[src/rtl/acslip_slip_ctrl_if.sv]
// -----------------------------------------------------------------------------
// acslip_slip_ctrl_if
// Correction handshake between the slip controller and the I2S RX sample FIFO.
//   drop_req_o : controller -> FIFO, discard one received sample
//   ins_req_o  : controller -> FIFO, duplicate one received sample
//   fifo_ack_i : FIFO -> controller, one-cycle acknowledge of the pending request
// Modports: master = controller side, slave = FIFO side.
// -----------------------------------------------------------------------------
interface acslip_slip_ctrl_if;
  logic drop_req_o;
  logic ins_req_o;
  logic fifo_ack_i;

  modport master (output drop_req_o, output ins_req_o, input fifo_ack_i);
  modport slave  (input drop_req_o, input ins_req_o, output fifo_ack_i);
endinterface

[src/rtl/acslip_slip_ctrl.sv]
// -----------------------------------------------------------------------------
// acslip_slip_ctrl
// Sequencing controller for the audio clock-slip accumulator. Watches the signed
// slip count, issues one-sample drop/insert corrections to the RX FIFO over a
// req/ack handshake, applies a hold-off after each correction and raises a
// sticky interrupt on an unrecoverable slip.
//
// Ports:
//   wbs_clk_i       system clock
//   acslip_rst      asynchronous active-high reset
//   ctrl_en_i       enable; low forces IDLE and clears the correction accumulator
//   slip_cnt_i      raw signed slip count
//   slip_thresh_i   correction threshold magnitude (0 behaves as 1)
//   slip_max_i      error threshold magnitude (0 disables the error check)
//   holdoff_i       hold-off length in units of 16 clocks
//   irq_clr_i       pulse, clears the sticky error (and leaves ERROR)
//   fifo_if         correction handshake (master side)
//   slip_err_irq_o  sticky error interrupt
//   eff_slip_o      slip_cnt_i - corr_acc (wrapping)
//   state_o         FSM state encoding
//
// Optional build macro ACSLIP_SLIP_CTRL_STATS_EN adds stats_clr_i and the
// saturating counters drop_cnt_o, ins_cnt_o, err_cnt_o.
//
// state    | meaning
// IDLE     | disabled
// SETTLE   | waiting SETTLE_CYC clocks after enable
// MONITOR  | comparing eff_slip against thresholds
// REQ_DROP | drop request outstanding
// REQ_INS  | insert request outstanding
// HOLDOFF  | post-correction hold-off
// ERROR    | unrecoverable slip, waiting for irq_clr_i
// -----------------------------------------------------------------------------
module acslip_slip_ctrl #(
  parameter int SLIP_W     = 32,
  parameter int THRESH_W   = 8,
  parameter int SETTLE_CYC = 1024
) (
  input  logic                wbs_clk_i,
  input  logic                acslip_rst,
  input  logic                ctrl_en_i,
  input  logic [SLIP_W-1:0]   slip_cnt_i,
  input  logic [THRESH_W-1:0] slip_thresh_i,
  input  logic [THRESH_W-1:0] slip_max_i,
  input  logic [THRESH_W-1:0] holdoff_i,
  input  logic                irq_clr_i,
  acslip_slip_ctrl_if.master  fifo_if,
  output logic                slip_err_irq_o,
  output logic [SLIP_W-1:0]   eff_slip_o,
  output logic [2:0]          state_o
`ifdef ACSLIP_SLIP_CTRL_STATS_EN
  ,
  input  logic                stats_clr_i,
  output logic [15:0]         drop_cnt_o,
  output logic [15:0]         ins_cnt_o,
  output logic [7:0]          err_cnt_o
`endif
);

  typedef enum logic [2:0] {
    IDLE     = 3'd0,
    SETTLE   = 3'd1,
    MONITOR  = 3'd2,
    REQ_DROP = 3'd3,
    REQ_INS  = 3'd4,
    HOLDOFF  = 3'd5,
    ERROR    = 3'd6
  } state_t;

  localparam int SET_W  = $clog2(SETTLE_CYC + 1);
  localparam int HOLD_W = THRESH_W + 4;
  localparam logic [SET_W-1:0] SET_LOAD = SET_W'(SETTLE_CYC - 1);

  state_t              state_q, state_d;
  logic [SLIP_W-1:0]   corr_q, corr_d;
  logic [SET_W-1:0]    set_cnt_q, set_cnt_d;
  logic [HOLD_W-1:0]   hold_cnt_q, hold_cnt_d;
  logic                irq_q, irq_d;
  logic                drop_req_q, ins_req_q;

  logic [SLIP_W-1:0]   eff, mag, thr_ext, neg_thr, max_ext;
  logic [THRESH_W-1:0] thr;
  logic                err_hit, drop_hit, ins_hit;

  assign eff     = slip_cnt_i - corr_q;
  // Negating -2^(SLIP_W-1) yields 2^(SLIP_W-1) as unsigned, the largest magnitude.
  assign mag     = eff[SLIP_W-1] ? (~eff + 1'b1) : eff;
  assign thr     = (slip_thresh_i == '0) ? THRESH_W'(1) : slip_thresh_i;
  assign thr_ext = {{(SLIP_W-THRESH_W){1'b0}}, thr};
  assign neg_thr = ~thr_ext + 1'b1;
  assign max_ext = {{(SLIP_W-THRESH_W){1'b0}}, slip_max_i};

  assign err_hit  = (slip_max_i != '0) && (mag >= max_ext);
  assign drop_hit = $signed(eff) >= $signed(thr_ext);
  assign ins_hit  = $signed(eff) <= $signed(neg_thr);

  always_comb begin
    state_d    = state_q;
    corr_d     = corr_q;
    set_cnt_d  = set_cnt_q;
    hold_cnt_d = hold_cnt_q;
    irq_d      = irq_q;
    if (irq_clr_i) irq_d = 1'b0;

    if (!ctrl_en_i) begin
      state_d = IDLE;
      corr_d  = '0;
    end else begin
      case (state_q)
        IDLE: begin
          state_d   = SETTLE;
          set_cnt_d = SET_LOAD;
        end
        SETTLE: begin
          if (set_cnt_q == '0) begin
            state_d = MONITOR;
            corr_d  = '0;
          end else begin
            set_cnt_d = set_cnt_q - 1'b1;
          end
        end
        MONITOR: begin
          if (err_hit)       state_d = ERROR;
          else if (drop_hit) state_d = REQ_DROP;
          else if (ins_hit)  state_d = REQ_INS;
        end
        REQ_DROP: begin
          if (fifo_if.fifo_ack_i) begin
            state_d    = HOLDOFF;
            corr_d     = corr_q + 1'b1;
            hold_cnt_d = {holdoff_i, 4'h0};
          end
        end
        REQ_INS: begin
          if (fifo_if.fifo_ack_i) begin
            state_d    = HOLDOFF;
            corr_d     = corr_q - 1'b1;
            hold_cnt_d = {holdoff_i, 4'h0};
          end
        end
        HOLDOFF: begin
          // Exit at 1 so a load of N*16 gives N*16 cycles; a load of 0 gives one.
          if (hold_cnt_q <= HOLD_W'(1)) state_d = MONITOR;
          else                          hold_cnt_d = hold_cnt_q - 1'b1;
        end
        ERROR: begin
          if (irq_clr_i) begin
            state_d   = SETTLE;
            corr_d    = '0;
            set_cnt_d = SET_LOAD;
          end
        end
        default: state_d = IDLE;
      endcase
    end

    // Entry wins over a simultaneous clear so the event is never lost.
    if (state_d == ERROR && state_q != ERROR) irq_d = 1'b1;
  end

  always_ff @(posedge wbs_clk_i or posedge acslip_rst) begin
    if (acslip_rst) begin
      state_q    <= IDLE;
      corr_q     <= '0;
      set_cnt_q  <= '0;
      hold_cnt_q <= '0;
      irq_q      <= 1'b0;
      drop_req_q <= 1'b0;
      ins_req_q  <= 1'b0;
    end else begin
      state_q    <= state_d;
      corr_q     <= corr_d;
      set_cnt_q  <= set_cnt_d;
      hold_cnt_q <= hold_cnt_d;
      irq_q      <= irq_d;
      drop_req_q <= (state_d == REQ_DROP);
      ins_req_q  <= (state_d == REQ_INS);
    end
  end

  assign fifo_if.drop_req_o = drop_req_q;
  assign fifo_if.ins_req_o  = ins_req_q;
  assign slip_err_irq_o     = irq_q;
  assign eff_slip_o         = eff;
  assign state_o            = state_q;

`ifdef ACSLIP_SLIP_CTRL_STATS_EN
  logic [15:0] drop_cnt_q, ins_cnt_q;
  logic [7:0]  err_cnt_q;

  always_ff @(posedge wbs_clk_i or posedge acslip_rst) begin
    if (acslip_rst) begin
      drop_cnt_q <= '0;
      ins_cnt_q  <= '0;
      err_cnt_q  <= '0;
    end else if (stats_clr_i) begin
      drop_cnt_q <= '0;
      ins_cnt_q  <= '0;
      err_cnt_q  <= '0;
    end else begin
      if (state_q == REQ_DROP && state_d == HOLDOFF && drop_cnt_q != '1)
        drop_cnt_q <= drop_cnt_q + 1'b1;
      if (state_q == REQ_INS && state_d == HOLDOFF && ins_cnt_q != '1)
        ins_cnt_q <= ins_cnt_q + 1'b1;
      if (state_d == ERROR && state_q != ERROR && err_cnt_q != '1)
        err_cnt_q <= err_cnt_q + 1'b1;
    end
  end

  assign drop_cnt_o = drop_cnt_q;
  assign ins_cnt_o  = ins_cnt_q;
  assign err_cnt_o  = err_cnt_q;
`endif

endmodule

[src/flat_wrapper.sv]
// flat-port wrapper written by rule: the top's interface ports become plain ports
module acslip_slip_ctrl_flat 
#(
  parameter int SLIP_W     = 32,
  parameter int THRESH_W   = 8,
  parameter int SETTLE_CYC = 1024
)
  (wbs_clk_i, acslip_rst, ctrl_en_i, slip_cnt_i, slip_thresh_i, slip_max_i, holdoff_i, irq_clr_i, slip_err_irq_o, eff_slip_o, state_o, fifo_if_drop_req_o, fifo_if_ins_req_o, fifo_if_fifo_ack_i);
  acslip_slip_ctrl_if fifo_if_i ();
  input  logic wbs_clk_i;
  input  logic acslip_rst;
  input  logic ctrl_en_i;
  input  logic [SLIP_W-1:0] slip_cnt_i;
  input  logic [THRESH_W-1:0] slip_thresh_i;
  input  logic [THRESH_W-1:0] slip_max_i;
  input  logic [THRESH_W-1:0] holdoff_i;
  input  logic irq_clr_i;
  output logic slip_err_irq_o;
  output logic [SLIP_W-1:0] eff_slip_o;
  output logic [2:0] state_o;
  output wire logic [$bits(fifo_if_i.drop_req_o)-1:0] fifo_if_drop_req_o;
  output wire logic [$bits(fifo_if_i.ins_req_o)-1:0] fifo_if_ins_req_o;
  input wire logic [$bits(fifo_if_i.fifo_ack_i)-1:0] fifo_if_fifo_ack_i;
  assign fifo_if_drop_req_o = fifo_if_i.drop_req_o;
  assign fifo_if_ins_req_o = fifo_if_i.ins_req_o;
  assign fifo_if_i.fifo_ack_i = fifo_if_fifo_ack_i;
  acslip_slip_ctrl #(.SLIP_W(SLIP_W), .THRESH_W(THRESH_W), .SETTLE_CYC(SETTLE_CYC)) u_core (.wbs_clk_i(wbs_clk_i), .acslip_rst(acslip_rst), .ctrl_en_i(ctrl_en_i), .slip_cnt_i(slip_cnt_i), .slip_thresh_i(slip_thresh_i), .slip_max_i(slip_max_i), .holdoff_i(holdoff_i), .irq_clr_i(irq_clr_i), .fifo_if(fifo_if_i), .slip_err_irq_o(slip_err_irq_o), .eff_slip_o(eff_slip_o), .state_o(state_o));
endmodule
[config.mk]
export PLATFORM = sky130hd
export DESIGN_NAME = acslip_slip_ctrl_flat
export DESIGN_NICKNAME = d
export VERILOG_FILES = /design/src/rtl/acslip_slip_ctrl_if.sv /design/src/rtl/acslip_slip_ctrl.sv /design/src/flat_wrapper.sv
export SDC_FILE = /design/constraint.sdc
export NUM_CORES = 1
export LEC_CHECK = 0
export ABC_AREA = 1
export ABC_CLOCK_PERIOD_IN_PS = 8100
export BUFFER_PORTS_ARGS = -buffer_cell sky130_fd_sc_hd__buf_2
export CAP_MARGIN = 30
export CORE_ASPECT_RATIO = 1.1
export CORE_MARGIN = 4
export CORE_UTILIZATION = 45
export CTS_BUF_LIST = sky130_fd_sc_hd__clkbuf_16
export DETAILED_ROUTE_END_ITERATION = 10
export GPL_TIMING_DRIVEN = 0
export SYNTH_ARGS = -nofsm -noshare
export SYNTH_HDL_FRONTEND = slang
export SYNTH_SLANG_ARGS = --single-unit
export TNS_END_PERCENT = 50
[constraint.sdc]
create_clock -name wbs_clk_i -period 8.1 [get_ports wbs_clk_i]
set_input_delay 1.215 -clock wbs_clk_i [delete_from_list [all_inputs] [get_ports wbs_clk_i]]
set_output_delay 1.215 -clock wbs_clk_i [all_outputs]
set_load 0.01 [all_outputs]
=== Word-level counts from Yosys, hierarchy flattened ===
Cells that the tools add are included.

* Add/subtract/negate cells: 7
* Order comparisons: 4
* Equality and inequality tests: 19
* Multiplexer cells: 25
* Bitwise gates (word level): 2
* Reduce and logical (&&, ||, !) cells: 13

{| class="wikitable"
|+ Operators by type and width
! cell !! number
|-
| 32-bit two-way mux || 6
|-
| 32-bit one-hot mux with 4 select lines || 1
|-
| 32-bit by 1-bit adder with 32-bit output, second input constant || 3
|-
| 11-bit one-hot mux with 3 select lines || 1
|-
| 32-bit by 8-bit greater-or-equal comparator with 1-bit output || 1
|-
| 32-bit by 9-bit greater-or-equal comparator with 1-bit output || 1
|-
| 32-bit <= comparator || 1
|-
| 32-bit inverter || 1
|-
| 8-bit inverter with 32-bit output || 1
|-
| 32-bit by 1-bit subtractor with 32-bit output, second input constant || 1
|-
| 32-bit subtractor || 1
|-
| 12-bit two-way mux || 2
|-
| 3-bit two-way mux || 8
|-
| 12-bit one-hot mux with 2 select lines || 1
|-
| 11-bit two-way mux || 2
|-
| 3-bit one-hot mux with 6 select lines || 1
|-
| 3-bit equality test, second input constant || 5
|-
| 12-bit by 1-bit <= comparator with 1-bit output, second input constant || 1
|-
| 3-bit != test, second input constant || 4
|-
| 12-bit by 1-bit subtractor with 12-bit output, second input constant || 1
|-
| 11-bit zero test || 1
|-
| 11-bit by 1-bit subtractor with 11-bit output, second input constant || 1
|-
| 3-bit by 2-bit equality test with 1-bit output, second input constant || 3
|-
| 8-bit zero test || 1
|-
| 15 further kinds || 21
|}

* Flip-flop bits (word level): 61
* Input bits: 61
* Output and inout port bits: 38
* Word-level logic and storage cells: 77

=== Depth between registers and ports, before layout ===
Gate-level depths: netlist of the first run.

* Word-level depth: 13
* Depth in mapped cells: 37
* Mapped depth without buffers: 36

=== Worst setup path after synthesis of the first run ===
OpenSTA, ideal clock, no wires.

* Path kind: input to register
* From: input slip_cnt_i[18]
* To: register u_core.irq_q (netlist: u_core.slip_err_irq_o)
* Library setup time: 116 ps
* Arrival: 4400 ps
* Data required time: 7984 ps
* Setup slack: 3584 ps
* Cell stages on the path: 33
* Cells stage by stage: ha_1 > nand2_1 > inv_1 > nand2_1 > nand2_1 > a21oi_2 > inv_1 > a21oi_2 > nand2_2 > nand2_1 > nand2_1 > nor2_1 > xor2_1 > inv_1 > ha_1 > a21oi_1 > o21ai_0 > nand4_1 > o2111ai_1 > a21oi_1 > nand2_1 > nor2_1 > nand2_1 > nor2_1 > nand3_1 > nand2_2 > nand2_1 > nand2_1 > nand2_2 > nand2_2 > nor2_1 > nand2_1 > nand2_1

* Longest elaborated chain between the ends: 12
* Elaborated cells on any way between the ends: 17

{| class="wikitable"
|+ RTL lines
! item !! RTL line !! RTL
|-
| start: declaration || flat_wrapper.sv:13 || <nowiki>input logic [SLIP_W-1:0] slip_cnt_i;</nowiki>
|-
| 32-bit subtractor (*) || acslip_slip_ctrl.sv:85 || <nowiki>assign eff = slip_cnt_i - corr_q;</nowiki>
|-
| 32-bit inverter || acslip_slip_ctrl.sv:87 || <nowiki>assign mag = eff[SLIP_W-1] ? (~eff + 1'b1) : eff;</nowiki>
|-
| 32-bit by 1-bit adder with 32-bit output || acslip_slip_ctrl.sv:87 ||
|-
| 32-bit two-way mux || acslip_slip_ctrl.sv:87 ||
|-
| 32-bit by 8-bit greater-or-equal comparator with 1-bit output || acslip_slip_ctrl.sv:93 || <nowiki>assign err_hit = (slip_max_i != '0) && (mag >= max_ext);</nowiki>
|-
| 1-bit logical AND || acslip_slip_ctrl.sv:93 ||
|-
| 3-bit two-way mux (*) || acslip_slip_ctrl.sv:123 || <nowiki>if (err_hit) state_d = ERROR;</nowiki>
|-
| 3-bit one-hot mux with 6 select lines (*) || acslip_slip_ctrl.sv:109 || <nowiki>case (state_q)</nowiki>
|-
| 3-bit two-way mux (*) || acslip_slip_ctrl.sv:105 || <nowiki>if (!ctrl_en_i) begin</nowiki>
|-
| 3-bit equality test (*) || acslip_slip_ctrl.sv:158 || <nowiki>if (state_d == ERROR && state_q != ERROR) irq_d = 1'b1;</nowiki>
|-
| 1-bit logical AND (*) || acslip_slip_ctrl.sv:158 ||
|-
| 1-bit two-way mux or 2-bit nonzero test (tied branches) || - ||
|-
| end signal: assignment || acslip_slip_ctrl.sv:175 || <nowiki>irq_q <= irq_d;</nowiki>
|-
| end: declaration || acslip_slip_ctrl.sv:78 || <nowiki>logic irq_q, irq_d;</nowiki>
|}

Mark *: on every way between the ends. The rest lies on a longest branch, timed or not.
A chain may end at the register's enable or synchronous reset.

=== Final worst setup path of the first run ===
* From: input slip_cnt_i[22]
* To: register u_core.irq_q (netlist: u_core.slip_err_irq_o)

The elaborated chain is that of the path after synthesis.

==> flow_summary.json, run 1 <==
{
  "synth_cell_types": 51,
  "critPathBufInv": 4,
  "grt_overflow": 0,
  "crit_path_end_kind": "register",
  "grt_pass1_wl_mm": 46.24,
  "drv_cap": 0,
  "setup_tns_ns": 0,
  "cts-buffers-inserted": 9,
  "layout.nets": 1929,
  "numClockSinks": 61,
  "setup_viol": 0,
  "fill_cells": 2240,
  "synth-simple-area-share_pct": 40.91,
  "synthAdderAreaFrac_pct": 15.40,
  "drt-pass1-iter-count": 10,
  "synth_top_area_share_pct": 20.22,
  "tightest_slew_ns": 0.9153,
  "finalHoldViolCount": 0,
  "vias": 10386,
  "root_buffer": "clkbuf_16",
  "synth.mux.area_fraction_pct": 0,
  "drive_above_1_share_pct": 10.93,
  "slew_headroom_pct": 38.84,
  "pin_count": 99,
  "syn-instance-count": 1634,
  "finalCritPeriodShare_pct": 67.56,
  "rsz0062_at_grt": "no",
  "synthTopCellsByArea": "nand2_1 20%, dfrtp_1 16%, ha_1 15%",
  "path_delay_family": "simple AND/OR/NAND/NOR gates",
  "p_total_w": 0.001130,
  "synthXorXnorAreaFrac_pct": 2.207,
  "setup_slack_ns": 2.628,
  "place_congestion": 0.9230,
  "grt_max_degree": 41,
  "cp.arrival_ns": 5.69,
  "critPathMaxStageDelay_ns": 0.39,
  "synth_area_per_cell_um2": 5.828,
  "internal_power_w": 0.0007213,
  "async_flop_share_pct": 100.0,
  "totalWireLength_mm": 28.28,
  "crit_fanout": 10,
  "clk_latency_ns": 0.33,
  "antenna_found_initial": 0,
  "htree_levels": 3,
  "holdWs_ns": 0.4834,
  "synth_edf_count": 0,
  "critPathRequiredTime_ns": 8.32,
  "die_area_um2": 23560,
  "status": "finished clean",
  "hold_buffers": 0,
  "ys_warn_count": 0,
  "detailed_place_hpwl_mm": 24.13,
  "timing.fmax_mhz": 182.7,
  "cts.repair.resized": 0,
  "clock_skew_ns": 0.009637,
  "cts_tree": "built",
  "crit_slowest_cell": "ha_1",
  "drc_errors": 0,
  "final_common_cell": "nand2_1",
  "power.leakage_nw": 6.010,
  "clk_pin_slew_ns": 0.05,
  "drt-vias-per-instance": 5.089,
  "rows": 55,
  "critical_path.startpoint_type": "input port",
  "drtIter0Drc": 488,
  "synth_top_flop_cell": "dfrtp_1",
  "irDropWorstVdd_uv": 125.2,
  "ant_nets": 0,
  "first_global_vias": 9798,
  "yosys_register_bits": 61,
  "wl_per_cell_um": 13.86,
  "drv_slew": 0,
  "dpl_worst_slack_ns": 2.272,
  "io_buffers": 98,
  "final_cell_mix": "513 x nand2_1, 292 x inv_1, 155 x nor2_1, 114 x ha_1, 104 x nand3_1",
  "powerDensity_nw_per_um2": 105.3,
  "die_y_um": 160.6,
  "cts_setup_buffers": 0,
  "switching_share_pct": 36.19,
  "die_w_um": 146.7,
  "path_common_cell": "nand2_1",
  "hold_path.class": "reg -> reg",
  "worstSetupPathType": "in -> reg",
  "switchingPower_w": 0.0004091,
  "combinationalPowerShare_pct": 35.5,
  "synth_top_cell_by_area": "nand2_1",
  "diodes": 0,
  "area_growth_pct": 12.69,
  "synth_compound_area_share_pct": 12.82,
  "track_usage_pct": 23.75,
  "synth_area_um2": 9523,
  "p_clk_share_pct": 35.4,
  "yosysSeqAreaShare_pct": 16.03,
  "clk_path_buf_depth": 2,
  "synth_top_family_by_area": "simple AND/OR/NAND/NOR gates",
  "start_util_pct": 45.97,
  "core_um2": 20710,
  "period_needed_ns": 5.472,
  "seq_power_share_pct": 29.2
}
## synth_stat cells, drive strengths merged, types with 2 or more instances
master   instances
o211ai           6
ha             114
nand3b           5
nand3          113
o22ai           26
a21oi           94
fa               2
o221ai           2
nor2           177
xnor2            5
clkbuf           5
nand2          540
xor2            19
nor3            19
a21boi           4
and2             6
nand4           33
buf              6
o21ai           59
and3             2
a31oi            5
o2111ai          2
clkinv           3
dfrtp           61
nor4             7
o32ai            2
inv            301
o21bai           5
## metrics by stage
stage / cells / util [%] / instance area [um2]
after CTS: 2041 / 51.81 / 10730
after detailed placement: 2026 / 50.34 / 10430
after floorplan: 1642 / - / 9553
after global placement: 2025 / 50.21 / 10400
final: 2041 / 51.81 / 10730
after global routing: 2041 / 51.81 / 10730
## area by class of cell
class | count | area [um2] | share of cell area, %
Clock buffer | 9 | 225.2 | 2.099
Tap cell | 285 | 356.6 | 3.323
Buffer | 11 | 57.56 | 0.5363
Sequential cell | 61 | 1526 | 14.22
Clock inverter | 6 | 78.83 | 0.7345
Inverter | 304 | 1141 | 10.63
Timing Repair Buffer | 99 | 510.5 | 4.757
Multi-Input combinational cell | 1266 | 6835 | 63.69
## worst register-to-register path: cells and delay by family, from the launching register on
family	cells	cell delay, ns
compound gates	6	1.04
xor+xnor	1	0.16
fa+ha+maj	2	0.63
buf+inv	4	0.28
flops	1	0.38
simple gates	21	2.31
## sequential cells by signal, indices dropped and copies added (netlist names)
name,cells
u_core.set_cnt_q,11
u_core.state_o,3
u_core.slip_err_irq_o,1
u_core.hold_cnt_q,12
u_core.fifo_if.ins_req_o,1
u_core.fifo_if.drop_req_o,1
u_core.corr_q,32
## routing by layer
layer / track usage (%) / wire, um / vias to the layer above
met4: 7.784 / 821 / 0
met3: 2.201 / 933 / 45
met2: 44.12 / 14200 / 192
met1: 28.60 / 12330 / 4664
met5: 0 / 0 / -
li1: - / - / 5485
## power by group through the flow
stage	combinational [W]	clock (W)	sequential [W]
after floorplan	0.000284	0	0.000332
after global routing	0.000461	0.000422	0.000332
after CTS	0.000402	0.000408	0.000329
final	0.000401	0.000400	0.000330
after global placement	0.000393	0	0.000334
after detailed placement	0.000401	0	0.000334
## final timing paths
| kind | start | to | slack (ns) | depth (start not counted) |
|---|---|---|---|---|
| setup / recovery | slip_cnt_i[22] | u_core.slip_err_irq_o | 2.63 | 34 |
| setup reg to reg | u_core.corr_q[22] | u_core.slip_err_irq_o | 3.20 | 34 |
| min in group asynchronous | acslip_rst | u_core.hold_cnt_q[9] | 0.92 | 2 |
| hold / removal | u_core.slip_err_irq_o | u_core.slip_err_irq_o | 0.48 | 2 |
| hold reg to reg | u_core.slip_err_irq_o | u_core.slip_err_irq_o | 0.48 | 2 |
| max in group asynchronous | acslip_rst | u_core.corr_q[31] | 6.57 | 3 |
## cells by family (layout without fill, tap and decap cells)
group | Yosys count | in the layout
xor gates and xnor gates | 24 | 24
adders and majority gates | 116 | 116
other | 1 | 9
buffers and inverters | 315 | 429
and+or+nand+nor | 903 | 903
DFF | 61 | 61
AOI/OAI and AO/OA | 214 | 214
Power figures use the tool's default switching activity.
==> run 2: changes to the inputs <==
--- a/config.mk
+++ b/config.mk
@@ -6,7 +6,7 @@
 export NUM_CORES = 1
 export LEC_CHECK = 0
 export ABC_AREA = 1
-export ABC_CLOCK_PERIOD_IN_PS = 8100
+export ABC_CLOCK_PERIOD_IN_PS = 5300
 export BUFFER_PORTS_ARGS = -buffer_cell sky130_fd_sc_hd__buf_2
 export CAP_MARGIN = 30
 export CORE_ASPECT_RATIO = 1.1
==> constraint.sdc (replaced) <==
create_clock -name wbs_clk_i -period 5.3 [get_ports wbs_clk_i]
set_input_delay 0.795 -clock wbs_clk_i [delete_from_list [all_inputs] [get_ports wbs_clk_i]]
set_output_delay 0.795 -clock wbs_clk_i [all_outputs]
set_load 0.01 [all_outputs]
==> run 2 against run 1 <==
Clock-buffer cell count is the same. Wire length about the same. Setup slack got worse by 2.1 ns. Critical path type unchanged. Largest power group unchanged.
==> flow_summary.json, run 2 (synthesis gave the netlist of run 1 again) <==
{
  "utilization_pct": 51.85,
  "tightest_slew_ns": 0.9099,
  "slew_headroom_pct": 39.20,
  "cts.repair.resized": 0,
  "final_cell_mix": "512 x nand2_1, 292 x inv_1, 155 x nor2_1, 114 x ha_1, 104 x nand3_1",
  "setup_viol": 0,
  "critPathRequiredTime_ns": 5.52,
  "combinationalPowerShare_pct": 35.5,
  "switching_share_pct": 36.20,
  "core_um2": 20710,
  "r2r_start": "u_core.corr_q[24]",
  "reg_top3": "u_core.corr_q: 32 flops, u_core.hold_cnt_q: 12 flops, u_core.set_cnt_q: 11 flops",
  "rows": 55,
  "reg2reg_depth": 33,
  "cp-endpoint": "u_core.slip_err_irq_o",
  "totalWireLength_mm": 28.28,
  "path_delay_family": "simple AND/OR/NAND/NOR gates",
  "die_area_um2": 23560,
  "diodes": 0,
  "layout.nets": 1929,
  "clock_skew_ns": 0.009496,
  "pin_count": 99,
  "vias": 10404,
  "antenna_found_initial": 0,
  "crit_fanout": 10,
  "root_buffer": "clkbuf_16",
  "wl_met1_mm": 12.22,
  "timing.fmax_mhz": 208.8,
  "wl_met3_mm": 1.052,
  "final_common_cell": "nand2_1",
  "die_y_um": 160.6,
  "path_depth": 34,
  "cts-buffers-inserted": 9,
  "io_buffers": 98,
  "area_growth_pct": 12.77,
  "worstSetupPathType": "in -> reg",
  "path_common_cell": "nand2_1",
  "grt_max_degree": 41,
  "clk_path_buf_depth": 2,
  "numClockSinks": 61,
  "power.leakage_nw": 6.012,
  "largest_register": "u_core.corr_q",
  "grt_overflow": 0,
  "clk_pin_slew_ns": 0.05,
  "setup_tns_ns": 0,
  "drv_cap": 0,
  "switchingPower_w": 0.0006257,
  "drv_slew": 0,
  "drt-pass1-iter-count": 8,
  "setup_slack_ns": 0.5106,
  "grt_pass1_wl_mm": 46.24,
  "seq_power_share_pct": 29.1,
  "first_global_vias": 9798,
  "internal_power_w": 0.001103,
  "cts_tree": "built",
  "crit_slowest_cell": "ha_1",
  "critPathMaxStageDelay_ns": 0.39,
  "hold_buffers": 0,
  "r2r_slack_ns": 0.65,
  "largest_reg_flops": 32,
  "start_util_pct": 45.97,
  "period_needed_ns": 4.789,
  "status": "finished clean",
  "ant_nets": 0,
  "finalHoldViolCount": 0,
  "p_clk_share_pct": 35.3,
  "holdWs_ns": 0.4834,
  "rsz0062_at_grt": "no",
  "hold_path.class": "reg -> reg",
  "dpl_worst_slack_ns": -0.1079,
  "htree_levels": 3,
  "drive_above_1_share_pct": 10.99,
  "regToRegEndpoint": "u_core.slip_err_irq_o",
  "fill_cells": 2240,
  "track_usage_pct": 23.75,
  "wl_per_cell_um": 13.86,
  "cts_setup_buffers": 0,
  "p_total_w": 0.001729,
  "critPathBufInv": 4,
  "drtIter0Drc": 499,
  "wl_met2_mm": 14.17,
  "irDropWorstVdd_uv": 191.4,
  "powerDensity_nw_per_um2": 161.0,
  "die_w_um": 146.7,
  "drt-vias-per-instance": 5.098,
  "crit_path_end_kind": "register",
  "detailed_place_hpwl_mm": 24.13,
  "clk_latency_ns": 0.33,
  "startpoint": "slip_cnt_i[22]",
  "whs_path_depth": 2,
  "highest_layer": "met4",
  "cp.arrival_ns": 5.01,
  "drc_errors": 0,
  "place_congestion": 0.9230,
  "critical_path.startpoint_type": "input port",
  "finalCritPeriodShare_pct": 90.37
}
## run 2: cell counts in the layout (fill, tap and decap cells not counted)
No cell type changed its count.
## run 2: tightest hold or removal path: cells and delay by family (launching register included)
kind / cells / cell delay [ns]
DFF: 1 / 0.34
and+or+nand+nor: 2 / 0.10
## run 2: worst min path at each step
| stage | slack, ns | to | start |
|---|---|---|---|
| floorplan | 0.46 | u_core.set_cnt_q[9] | u_core.set_cnt_q[9] |
| global placement | 0.47 | u_core.slip_err_irq_o | u_core.slip_err_irq_o |
| detailed placement | 0.46 | u_core.slip_err_irq_o | u_core.slip_err_irq_o |
| CTS | 0.48 | u_core.slip_err_irq_o | u_core.slip_err_irq_o |
| global route | 0.50 | u_core.slip_err_irq_o | u_core.slip_err_irq_o |
| finish | 0.48 | u_core.slip_err_irq_o | u_core.slip_err_irq_o |
## run 2: routing by layer
layer,up-vias,track usage (%)
met3,51,2.201
met1,4663,28.60
met5,-,0
li1,5488,-
met4,0,7.784
met2,202,44.12
## run 2: power by group through the flow
stage	Clock, W	Combinational (W)	Sequential, W
after floorplan	0	0.000434	0.000507
after global placement	0	0.000600	0.000511
after detailed placement	0	0.000613	0.000510
after CTS	0.000624	0.000615	0.000503
final	0.000611	0.000614	0.000504
after global routing	0.000644	0.000706	0.000507
## run 2: layout make-up
| type | count | area, um2 | share of cell area, % |
|---|---|---|---|
| Buffer | 11 | 57.56 | 0.5359 |
| Clock buffer | 9 | 225.2 | 2.097 |
| Clock inverter | 6 | 78.83 | 0.7340 |
| Inverter | 304 | 1141 | 10.63 |
| Multi-Input combinational cell | 1266 | 6843 | 63.72 |
| Sequential cell | 61 | 1526 | 14.21 |
| Tap cell | 285 | 356.6 | 3.321 |
| Timing Repair Buffer | 99 | 510.5 | 4.754 |
## run 2: metrics by stage
stage,area [um2],cells
floorplan,9553,1642
global placement,10400,2025
detailed placement,10430,2026
CTS,10730,2041
global route,10740,2041
finish,10740,2041
